===== src/rtl/uart_sample_framer.sv =====
`default_nettype none
// ============================================================================
// uart_sample_framer
// Splits each channel of a captured sample into tagged CHUNK_W-bit bytes behind
// a sync byte and sends them 8N1 (8E1 with UART_SAMPLE_FRAMER_PARITY_EN).
// Revision: 1.0
// ============================================================================
module uart_sample_framer #(
  parameter int DATA_W  = 12,
  parameter int CHUNK_W = 6,
  parameter int NUM_CH  = 1,
  parameter int CLK_DIV = 278
) (
  input  logic                     clk_i,
  input  logic                     rst,
  input  logic [NUM_CH*DATA_W-1:0] data_i,
  input  logic                     valid_i,
  output logic                     ready_o,
  output logic                     txd,
  output logic                     busy_o,
  output logic                     frame_done_o,
  output logic                     drop_o
);

  localparam int TAG_W      = 8 - CHUNK_W;
  localparam int NUM_CHUNKS = (DATA_W + CHUNK_W - 1) / CHUNK_W;
  localparam int PAD_W      = NUM_CHUNKS * CHUNK_W;
  localparam int NUM_BYTES  = 1 + NUM_CH * NUM_CHUNKS;
  localparam int CNT_W      = $clog2(CLK_DIV);
  localparam int BIDX_W     = $clog2(NUM_BYTES);

  typedef enum logic [2:0] {
    S_IDLE   = 3'd0,
    S_START  = 3'd1,
    S_DATA   = 3'd2,
`ifdef UART_SAMPLE_FRAMER_PARITY_EN
    S_PARITY = 3'd3,
`endif
    S_STOP   = 3'd4
  } state_t;

  state_t                    state_q, state_d;
  logic [NUM_CH*DATA_W-1:0]  data_q, data_d;
  logic [BIDX_W-1:0]         byte_idx_q, byte_idx_d;
  logic [2:0]                bit_idx_q, bit_idx_d;
  logic [CNT_W-1:0]          div_cnt_q, div_cnt_d;
  logic [CHUNK_W-1:0]        frame_cnt_q, frame_cnt_d;
  logic                      done_q, done_d;

  logic                      div_last;
  logic                      bit_last;
  logic                      byte_last;
  logic [7:0]                cur_byte;
  logic [7:0]                frame_bytes [NUM_BYTES];

  // Byte 0 is the sync byte; the rest are laid out channel-major, MSB chunk first.
  assign frame_bytes[0] = {TAG_W'(0), frame_cnt_q};

  for (genvar c = 0; c < NUM_CH; c++) begin : g_ch
    logic [PAD_W-1:0] pad;
    assign pad = PAD_W'(data_q[c*DATA_W +: DATA_W]);
    for (genvar k = 0; k < NUM_CHUNKS; k++) begin : g_chunk
      assign frame_bytes[1 + c*NUM_CHUNKS + k] =
        {TAG_W'(NUM_CHUNKS - k), pad[(NUM_CHUNKS-1-k)*CHUNK_W +: CHUNK_W]};
    end
  end

  assign cur_byte  = frame_bytes[byte_idx_q];
  assign div_last  = (div_cnt_q == CNT_W'(CLK_DIV - 1));
  assign bit_last  = (bit_idx_q == 3'd7);
  assign byte_last = (byte_idx_q == BIDX_W'(NUM_BYTES - 1));

  always_comb begin
    state_d     = state_q;
    data_d      = data_q;
    byte_idx_d  = byte_idx_q;
    bit_idx_d   = bit_idx_q;
    frame_cnt_d = frame_cnt_q;
    done_d      = 1'b0;
    div_cnt_d   = (state_q == S_IDLE || div_last) ? '0 : div_cnt_q + CNT_W'(1);

    case (state_q)
      S_IDLE: begin
        if (valid_i) begin
          state_d    = S_START;
          data_d     = data_i;
          byte_idx_d = '0;
        end
      end
      S_START: begin
        if (div_last) begin
          state_d   = S_DATA;
          bit_idx_d = '0;
        end
      end
      S_DATA: begin
        if (div_last) begin
          if (bit_last) begin
`ifdef UART_SAMPLE_FRAMER_PARITY_EN
            state_d = S_PARITY;
`else
            state_d = S_STOP;
`endif
          end else begin
            bit_idx_d = bit_idx_q + 3'd1;
          end
        end
      end
`ifdef UART_SAMPLE_FRAMER_PARITY_EN
      S_PARITY: begin
        if (div_last) state_d = S_STOP;
      end
`endif
      S_STOP: begin
        // Next byte starts straight after the stop bit, with no idle gap.
        if (div_last) begin
          if (byte_last) begin
            state_d     = S_IDLE;
            done_d      = 1'b1;
            frame_cnt_d = frame_cnt_q + CHUNK_W'(1);
          end else begin
            state_d    = S_START;
            byte_idx_d = byte_idx_q + BIDX_W'(1);
          end
        end
      end
      default: state_d = S_IDLE;
    endcase
  end

  always_comb begin
    txd = 1'b1;
    case (state_q)
      S_START:  txd = 1'b0;
      S_DATA:   txd = cur_byte[bit_idx_q];
`ifdef UART_SAMPLE_FRAMER_PARITY_EN
      S_PARITY: txd = ^cur_byte;
`endif
      default:  txd = 1'b1;
    endcase
  end

  always_ff @(posedge clk_i) begin
    if (rst) begin
      state_q     <= S_IDLE;
      data_q      <= '0;
      byte_idx_q  <= '0;
      bit_idx_q   <= '0;
      div_cnt_q   <= '0;
      frame_cnt_q <= '0;
      done_q      <= 1'b0;
    end else begin
      state_q     <= state_d;
      data_q      <= data_d;
      byte_idx_q  <= byte_idx_d;
      bit_idx_q   <= bit_idx_d;
      div_cnt_q   <= div_cnt_d;
      frame_cnt_q <= frame_cnt_d;
      done_q      <= done_d;
    end
  end

  assign ready_o      = (state_q == S_IDLE);
  assign busy_o       = ~ready_o;
  assign frame_done_o = done_q;
  assign drop_o       = valid_i & ~ready_o;

endmodule

`default_nettype wire


===== config.mk =====
export PLATFORM = sky130hd
export DESIGN_NAME = uart_sample_framer
export DESIGN_NICKNAME = d
export VERILOG_FILES = /design/src/rtl/uart_sample_framer.sv
export SDC_FILE = /design/constraint.sdc
export NUM_CORES = 1
export LEC_CHECK = 0
export ABC_AREA = 1
export BUFFER_PORTS_ARGS = -buffer_cell sky130_fd_sc_hd__buf_2
export CAP_MARGIN = 5
export CORE_MARGIN = 1.5
export CORE_UTILIZATION = 35
export CTS_CLUSTER_SIZE = 8
export DETAILED_ROUTE_END_ITERATION = 16
export PLACE_DENSITY = 0.59
export SLEW_MARGIN = 20
export SYNTH_ARGS = -nofsm -noshare
export SYNTH_HDL_FRONTEND = slang
export SYNTH_SLANG_ARGS = --single-unit
export TNS_END_PERCENT = 1

===== constraint.sdc =====
create_clock -name clk_i -period 2.3 [get_ports clk_i]
set_input_delay 0.46 -clock clk_i [delete_from_list [all_inputs] [get_ports clk_i]]
set_output_delay 0.46 -clock clk_i [all_outputs]
set_load 0.05 [all_outputs]

======== Word-level counts from Yosys, hierarchy flattened ========
Cells that the tools add are included.
cells by class
  $add $sub $neg .......................... 4
  magnitude comparators ................... 2
  equal/unequal tests ..................... 13
  mux-type cells .......................... 22
  bitwise gates (word level) .............. 5
  reductions and logical operators ........ 11
operators by type and width
  kind                 count
  $mux 3               8
  $bmux 8 s2           1
  $mux 8               2
  $ne 2x2->1 const B   7
  $pmux 3 s4           1
  $add 9x1->9 const B  1
  $eq 9x9->1 const B   1
  $reduce_and 4->1     2
  $add 6x1->6 const B  1
  $eq 3x3->1 const B   2
  $mux 2               3
  $pmux 3 s2           1
  $reduce_and 5->1     1
  $lt 3x4->1 const B   1
  $pmux 2 s2           1
  $reduce_bool 2->1    2
  $add 3x1->3 const B  1
  $bmux 1 s3           1
  $eq 3x1->1 const B   1
  $eq 3x2->1 const B   1
  $ge 3x3->1 const B   1
  $logic_not 3->1      1
  $mux 1               3
  $not 1->1            3
  10 further kinds     10
storage, ports and cells
  register bits ........................... 36
  logic and storage cells ................. 64

======== Logic depth before layout (Yosys ltp) ========
Gate-level depths: netlist of the first run.
  depth after elaboration ................. 7
  mapped depth ............................ 11
  mapped depth without buffers ............ 11

======== Worst setup path before layout of the first run ========
Ideal clock, no wire load.
  path kind ............................... register -> output
  start point ............................. register state_q[1]
  end point ............................... output drop_o
  arrival ................................. 1447 ps
  required time ........................... 1840 ps
  setup slack ............................. 393 ps
  cell stages (with the launch flop) ...... 5
  buffers on the path ..................... 0
  cells stage by stage .................... dfxtp_1 > nor2_4 > nand2_4 > inv_4 > nor2_1
between the ends
  cells in the longest elaborated chain, start to end .. 3
RTL lines
  what                    line  source
  start, declared         42    state_t state_q, state_d;
  start signal, assigned  153   state_q <= state_d;
  $logic_not 3->1         163   assign ready_o = (state_q == S_IDLE);
  $not 1->1               n/a
  named net busy_o        20    output logic busy_o,
  $and 1x1->1             166   assign drop_o = valid_i & ~ready_o;
  end, declared           22    output logic drop_o
The timed path passes the listed nets, and every way through them passes these cells.

======== Final worst setup path of the first run ========
  start point ............................. register byte_idx_q[0]
  end point ............................... output txd
between the ends
  cells in the longest elaborated chain, start to end .. 7
RTL lines
  what                                        line  source
  start, declared                             44    logic [BIDX_W-1:0] byte_idx_q, byte_idx_d;
  start signal, assigned                      155   byte_idx_q <= byte_idx_d;
  $not 2->3 (not written as such)             68    assign cur_byte = frame_bytes[byte_idx_q];
  $bmux 8 s2                                  68
  $mux 8 (not written as such) (2 in series)  68
  $bmux 1 s3                                  135   S_DATA: txd = cur_byte[bit_idx_q];
  $mux 1 (not written as such)                135
  $pmux 1 s2                                  133   case (state_q)
  end, declared                               19    output logic txd,
Every way passes these cells. The select of a mux whose other input is x is not followed.

==> results.sh, run 1 <==
export IMPL_finalHoldViolCount=0
export IMPL_r2r_start="bit_idx_q[0]"
export IMPL_slew_violations=0
export IMPL_grt_antenna_before_repair=0
export IMPL_p_seq_share_pct=38.3
export IMPL_critPathKind="reg2out"
export IMPL_grt_pass1_wl_um=6990
export IMPL_synthSimpleGateAreaFrac_pct=33.6
export IMPL_crit_fanout=5
export IMPL_rsz0062_at_grt="no"
export IMPL_tritoncts="yes"
export IMPL_synth_avg_cell_area_um2=7.14
export IMPL_cpPeakStageDelay_ns=0.36
export IMPL_drt_pass1_iter_count=4
export IMPL_fin_nets=315
export IMPL_setup_viol=0
export IMPL_end_kind="output port"
export IMPL_synth_distinct_cells=34
export IMPL_run_status="completed"
export IMPL_finClkSkew_ns=0.00598
export IMPL_netlist_instances=273
export IMPL_min_path_type="in2reg"
export IMPL_synth_seq_cells=36
export IMPL_core_um2=5240
export IMPL_fin_tns_setup_ns=0
export IMPL_dp_hpwl_um=3070
export IMPL_setup_ws_ns=0.165
export IMPL_vias=1765
export IMPL_min_from="data_i[6]"
export IMPL_yosys_mux_area_fraction_pct=0
export IMPL_fp_dieArea_um2=6020
export IMPL_cts_made_buffers=5
export IMPL_p_switching_mw=0.829
export IMPL_die_h_um=77.6
export IMPL_period_share_pct=92.8
export IMPL_rows=26
export IMPL_crit_chain="inv_1 > ha_1 > inv_2 > o21ai_0 > a21oi_1 > nand2_1 > nand3_1 > nand2_1 > buf_4"
export IMPL_p_comb_share_pct=37.8
export IMPL_cts_sinks=36
export IMPL_clk_latency_ns=0.28
export IMPL_grt_use_total_pct=14.4
export IMPL_fmax_ghz=0.468
export IMPL_syn_num_nets=295
export IMPL_grt_max_degree=20
export IMPL_peakVddDrop_uv=437
export IMPL_critPathMostFrequentCell="nand2_1"
export IMPL_netlist_area_um2=1950
export IMPL_grt_remaining_overflow=0
export IMPL_critPathTopFamily="buffers and inverters"
export IMPL_multiInputGateArea_um2=1020
export IMPL_wire_per_inst_um=11.2
export IMPL_relSlewSlack_pct=66.5
export IMPL_p_clk_share_pct=23.8
export IMPL_ys_warn_count=0
export IMPL_nFillCells=571
export IMPL_grt_pass1_vias=1604
export IMPL_regArea_um2=723
export IMPL_die_x_um=77.6
export IMPL_crit_buf_inv=3
export IMPL_p_leak_nw=0.967
export IMPL_synth_xor_area_share_pct=0.450
export IMPL_finalWirelength_um=4050
export IMPL_worst_pin_slew_ns=0.502
export IMPL_cts_root_buf="clkbuf_8"
export IMPL_crit_arrival_ns=1.68
export IMPL_drt_initial_drc_count=69
export IMPL_synthAdderAreaFrac_pct=4.50
export IMPL_dp_worst_setup_slack_ns=0.327
export IMPL_synth_compound_area_share_pct=13.7
export IMPL_maxCapViolCount=0
export IMPL_ctsHoldBuffers=0
export IMPL_clkSlewWorstSetupHoldPaths_ns=0.07
export IMPL_routabilityCongestion=0.786
export IMPL_initial_core_util_pct=37.2
export IMPL_ios=20
export IMPL_swShare_pct=40.8
export IMPL_drc=0
export IMPL_antenna_left=0
export IMPL_htreeDepth=2
export IMPL_area_growth_pct=12.8
export IMPL_insertedDiodeCount=0
export IMPL_io_buffers=19
export IMPL_p_per_area_nw_per_um2=923
export IMPL_cpMaxStageDelayCell="dfxtp_1"
export IMPL_synth_top_family_by_area="simple AND/OR/NAND/NOR gates"
export IMPL_vias_per_cell=4.86
export IMPL_finish_utilization_pct=42.0
export IMPL_crit_path_start_kind="flop"
export IMPL_cts_buffer_depth=2
export IMPL_min_period_ns=2.14
export IMPL_final_layout_size_suffix_gt1_share_pct=19.1
export IMPL_crit_required_ns=1.84
export IMPL_ys_seq_area_share_pct=37.0
export IMPL_p_int_mw=1.20
export IMPL_crit_start="byte_idx_q[0]"
synthesized netlist by cell type:
| library cell | number | area (um2) |
|---|---|---|
| ha_1 | 7 | 87.6 |
| buf_1 | 1 | 3.75 |
| nor2_4 | 3 | 33.8 |
| nand3_4 | 1 | 17.5 |
| nor3_2 | 1 | 10.0 |
| nor2_1 | 18 | 67.6 |
| nand2_1 | 51 | 191 |
| inv_2 | 5 | 18.8 |
| dfxtp_1 | 36 | 721 |
| nand3_1 | 28 | 140 |
| inv_1 | 37 | 139 |
| nand2_4 | 4 | 45.0 |
| o211ai_1 | 1 | 7.51 |
| nor3_1 | 4 | 20.0 |
| xor2_1 | 1 | 8.76 |
| a41oi_1 | 1 | 8.76 |
| nor3b_1 | 2 | 15.0 |
| inv_4 | 2 | 12.5 |
| o21ai_1 | 4 | 20.0 |
| a21oi_2 | 1 | 8.76 |
| a21oi_1 | 27 | 135 |
| buf_6 | 1 | 11.3 |
| a211oi_2 | 1 | 12.5 |
| nor2b_1 | 1 | 6.26 |
| clkbuf_1 | 1 | 3.75 |
| nand4_1 | 6 | 37.5 |
| buf_2 | 3 | 15.0 |
| nor2_2 | 1 | 6.26 |
| and3_1 | 1 | 6.26 |
| nand4_2 | 1 | 12.5 |
| nand2_2 | 4 | 25.0 |
| nand3_2 | 2 | 20.0 |
| clkinv_2 | 1 | 5.00 |
| o21ai_0 | 15 | 75.1 |
worst paths after layout:
kind,slack (ns),to,depth (start not counted)
max reg2reg,0.77,bit_idx_q[2],6
max,0.16,txd,9
min reg2reg,0.46,data_q[11],2
min,0.44,data_q[6],3
per-layer routing:
metal | wire length (um) | share of wire, % | global-route usage [%]
met5 | 0 | 0 | 0
met2 | 1760 | 44 | 22.1
met3 | 122 | 3.0 | 3.29
met4 | 46 | 1.1 | 6.00
met1 | 2120 | 52 | 19.4
logic make-up (layout without fill, tap and decap cells):
family / after synthesis / count (layout)
simple gates: 128 / 128
buf+inv: 51 / 71
compound gates: 50 / 50
flops: 36 / 36
fa+ha+maj: 7 / 7
xor+xnor: 1 / 1
state kept, by name, indices dropped and copies added (netlist names):
name and flops:
data_q 12, div_cnt_q 9, state_q 3, frame_cnt_q 6
byte_idx_q 2, bit_idx_q 3, frame_done_o 1
layout make-up:
type / instances / share of cell area, %
clock buffers: 7 / 4.38
inverters: 45 / 7.97
repair buffers: 19 / 4.44
multi-input cells: 186 / 46.3
well taps: 70 / 3.98
flip-flops and latches: 36 / 32.9
layout by cell type, fill, tap and decap left out, drive strengths merged, types with 2 or more instances in the layout:
cell,n
a21oi,28
buf,19
clkbuf,7
dfxtp,36
ha,7
inv,44
nand2,59
nand3,31
nand4,7
nor2,22
nor3,5
nor3b,2
o21ai,19
power groups by stage:
stage	sequential, mW	combinational [mW]	clock (mW)
5_1_grt	0.788	0.870	0.522
6_report	0.778	0.768	0.484
2_1_floorplan	0.767	0.638	0
3_5_place_dp	0.789	0.762	0
4_1_cts	0.775	0.765	0.503
3_3_place_gp	0.788	0.764	0
metrics by stage:
step                      hold WS, ns  total power [mW]  instances  instance area (um2)
final                           0.441              2.03        363                 2200
after floorplan                 0.429              1.40        273                 1950
after global placement          0.452              1.55        356                 2100
after global routing            0.441              2.18        363                 2200
after detailed placement        0.459              1.55        356                 2100
after CTS                       0.431              2.04        363                 2190
worst register-to-register path: stages (launching register included):
cell and delay, ns:
dfxtp_2 0.39, ha_1 0.23, ha_1 0.19, o21ai_1 0.26, nand2_2 0.13, o21ai_0 0.17, a21oi_1 0.06
timing repair:
item,CTS,global route
setup endpoints to repair,0,1
buffers inserted,0,0
gates resized for setup,0,5
Power figures use the tool's default switching activity.
==> run 2, diff against run 1 <==
--- a/config.mk
+++ b/config.mk
@@ -13,6 +13,7 @@
 export CTS_CLUSTER_SIZE = 8
 export DETAILED_ROUTE_END_ITERATION = 16
 export PLACE_DENSITY = 0.59
+export REMOVE_ABC_BUFFERS = 1
 export SLEW_MARGIN = 20
 export SYNTH_ARGS = -nofsm -noshare
 export SYNTH_HDL_FRONTEND = slang
==> results.sh, run 2 (synthesis results as in run 1) <==
export IMPL_area_growth_pct=13.2
export IMPL_tritoncts="yes"
export IMPL_final_common_cell="nand2_1"
export IMPL_drt_pass1_iter_count=4
export IMPL_antenna_left=0
export IMPL_rr_worst_depth=6
export IMPL_vias=1723
export IMPL_grt_antenna_before_repair=0
export IMPL_maxCapViolCount=0
export IMPL_clk_latency_ns=0.28
export IMPL_regMostFlops="data_q"
export IMPL_p_leak_nw=0.972
export IMPL_fin_tns_setup_ns=0
export IMPL_routabilityCongestion=0.830
export IMPL_fp_dieArea_um2=6020
export IMPL_worst_pin_slew_ns=0.509
export IMPL_hold_path_depth=3
export IMPL_timing_rr_end="bit_idx_q[2]"
export IMPL_crit_start="byte_idx_q[0]"
export IMPL_min_from="data_i[8]"
export IMPL_r2r_start="bit_idx_q[0]"
export IMPL_die_x_um=77.6
export IMPL_io_buffers=19
export IMPL_end_kind="output port"
export IMPL_min_period_ns=2.12
export IMPL_relSlewSlack_pct=66.0
export IMPL_core_um2=5240
export IMPL_dp_hpwl_um=2970
export IMPL_finClkSkew_ns=0.00619
export IMPL_cts_buffer_depth=2
export IMPL_layout_common_cells="nand2_1 (51), inv_1 (36), dfxtp_1 (34)"
export IMPL_crit_fanout=5
export IMPL_min_path_type="in2reg"
export IMPL_clkSlewWorstSetupHoldPaths_ns=0.07
export IMPL_grt_max_degree=20
export IMPL_cts_root_buf="clkbuf_8"
export IMPL_p_per_area_nw_per_um2=916
export IMPL_fmax_ghz=0.471
export IMPL_run_status="completed"
export IMPL_post_cts_buffers=0
export IMPL_crit_required_ns=1.84
export IMPL_ios=20
export IMPL_cts_sinks=36
export IMPL_drt_initial_drc_count=91
export IMPL_insertedDiodeCount=0
export IMPL_power_total_mw=2.02
export IMPL_grt_remaining_overflow=0
export IMPL_period_share_pct=92.3
export IMPL_r2r_slack_ns=0.74
export IMPL_final_layout_size_suffix_gt1_share_pct=19.4
export IMPL_cts_made_buffers=5
export IMPL_setup_viol=0
export IMPL_finalWirelength_um=3930
export IMPL_slew_violations=0
export IMPL_fin_nets=316
export IMPL_finalHoldViolCount=0
export IMPL_critPathKind="reg2out"
export IMPL_top_regs="data_q (12), div_cnt_q (9), frame_cnt_q (6)"
export IMPL_largest_reg_flops=12
export IMPL_hold_end="data_q[8]"
export IMPL_htreeDepth=2
export IMPL_grt_pass1_wl_um=7040
export IMPL_initial_core_util_pct=37.2
export IMPL_peakVddDrop_uv=626
export IMPL_drc=0
export IMPL_crit_path_start_kind="flop"
export IMPL_vias_per_cell=4.73
export IMPL_grt_use_total_pct=14.3
export IMPL_grt_pass1_vias=1641
export IMPL_die_h_um=77.6
export IMPL_rsz0062_at_grt="no"
export IMPL_wire_per_inst_um=10.8
export IMPL_rows=26
export IMPL_crit_arrival_ns=1.66
[run 2: metrics by stage]
stage | util (%) | instance area [um2] | std cells | setup slack [ns] | hold WS, ns
2_1_floorplan | - | 1910 | 267 | 0.393 | 0.430
3_3_place_gp | 40.2 | 2100 | 357 | 0.389 | 0.451
3_5_place_dp | 40.2 | 2100 | 357 | 0.348 | 0.454
4_1_cts | 42.0 | 2200 | 364 | 0.0262 | 0.436
5_1_grt | 42.1 | 2210 | 364 | 0.0297 | 0.450
6_report | 42.1 | 2210 | 364 | 0.178 | 0.442
[run 2: how the worst max path moves through the flow]
stage                        end  slack [ns]  cells past startpoint
after global placement       txd        0.39                      8
final                        txd        0.18                      9
after detailed placement     txd        0.35                      8
after CTS                    txd        0.03                      8
after global routing         txd        0.03                      9
after floorplan           drop_o        0.39                      4
[run 2: worst max-delay path, cell delays in order (launching register included)]
cell,delay (ns)
dfxtp_1,0.35
inv_1,0.11
ha_1,0.24
inv_2,0.10
o21ai_1,0.07
a21oi_1,0.13
nand2_1,0.06
nand3_1,0.06
nand2_1,0.06
clkbuf_4,0.21
[run 2: repair_timing]
action                                  CTS  global route
hold endpoints to repair                  0             0
gates resized for setup                   0             5
endpoints found under the setup margin    0             1
hold buffers                              0             0
[run 2: where the power goes]
| part | switching, mW | internal (mW) |
|---|---|---|
| logic | 0.539 | 0.225 |
| registers | 0.0684 | 0.710 |
| clock network | 0.213 | 0.267 |
| total | 0.820 | 1.20 |
[run 2: metal layers]
layer  track usage [%]  share of wire [%]  vias up
met5                 0                  0        -
li1                  -                  -      929
met1              17.7                 50      765
met4              4.00               0.87        0
met2              24.5                 46       25
met3              3.65                3.0        4
[run 2: final cells by class]
| class | instances | area (um2) |
|---|---|---|
| Inverter | 45 | 175 |
| Clock buffer | 7 | 96.3 |
| Timing Repair Buffer | 20 | 105 |
| Sequential cell | 36 | 723 |
| Multi-Input combinational cell | 186 | 1020 |
| Tap cell | 70 | 87.6 |
| Fill cell | 565 | 3030 |
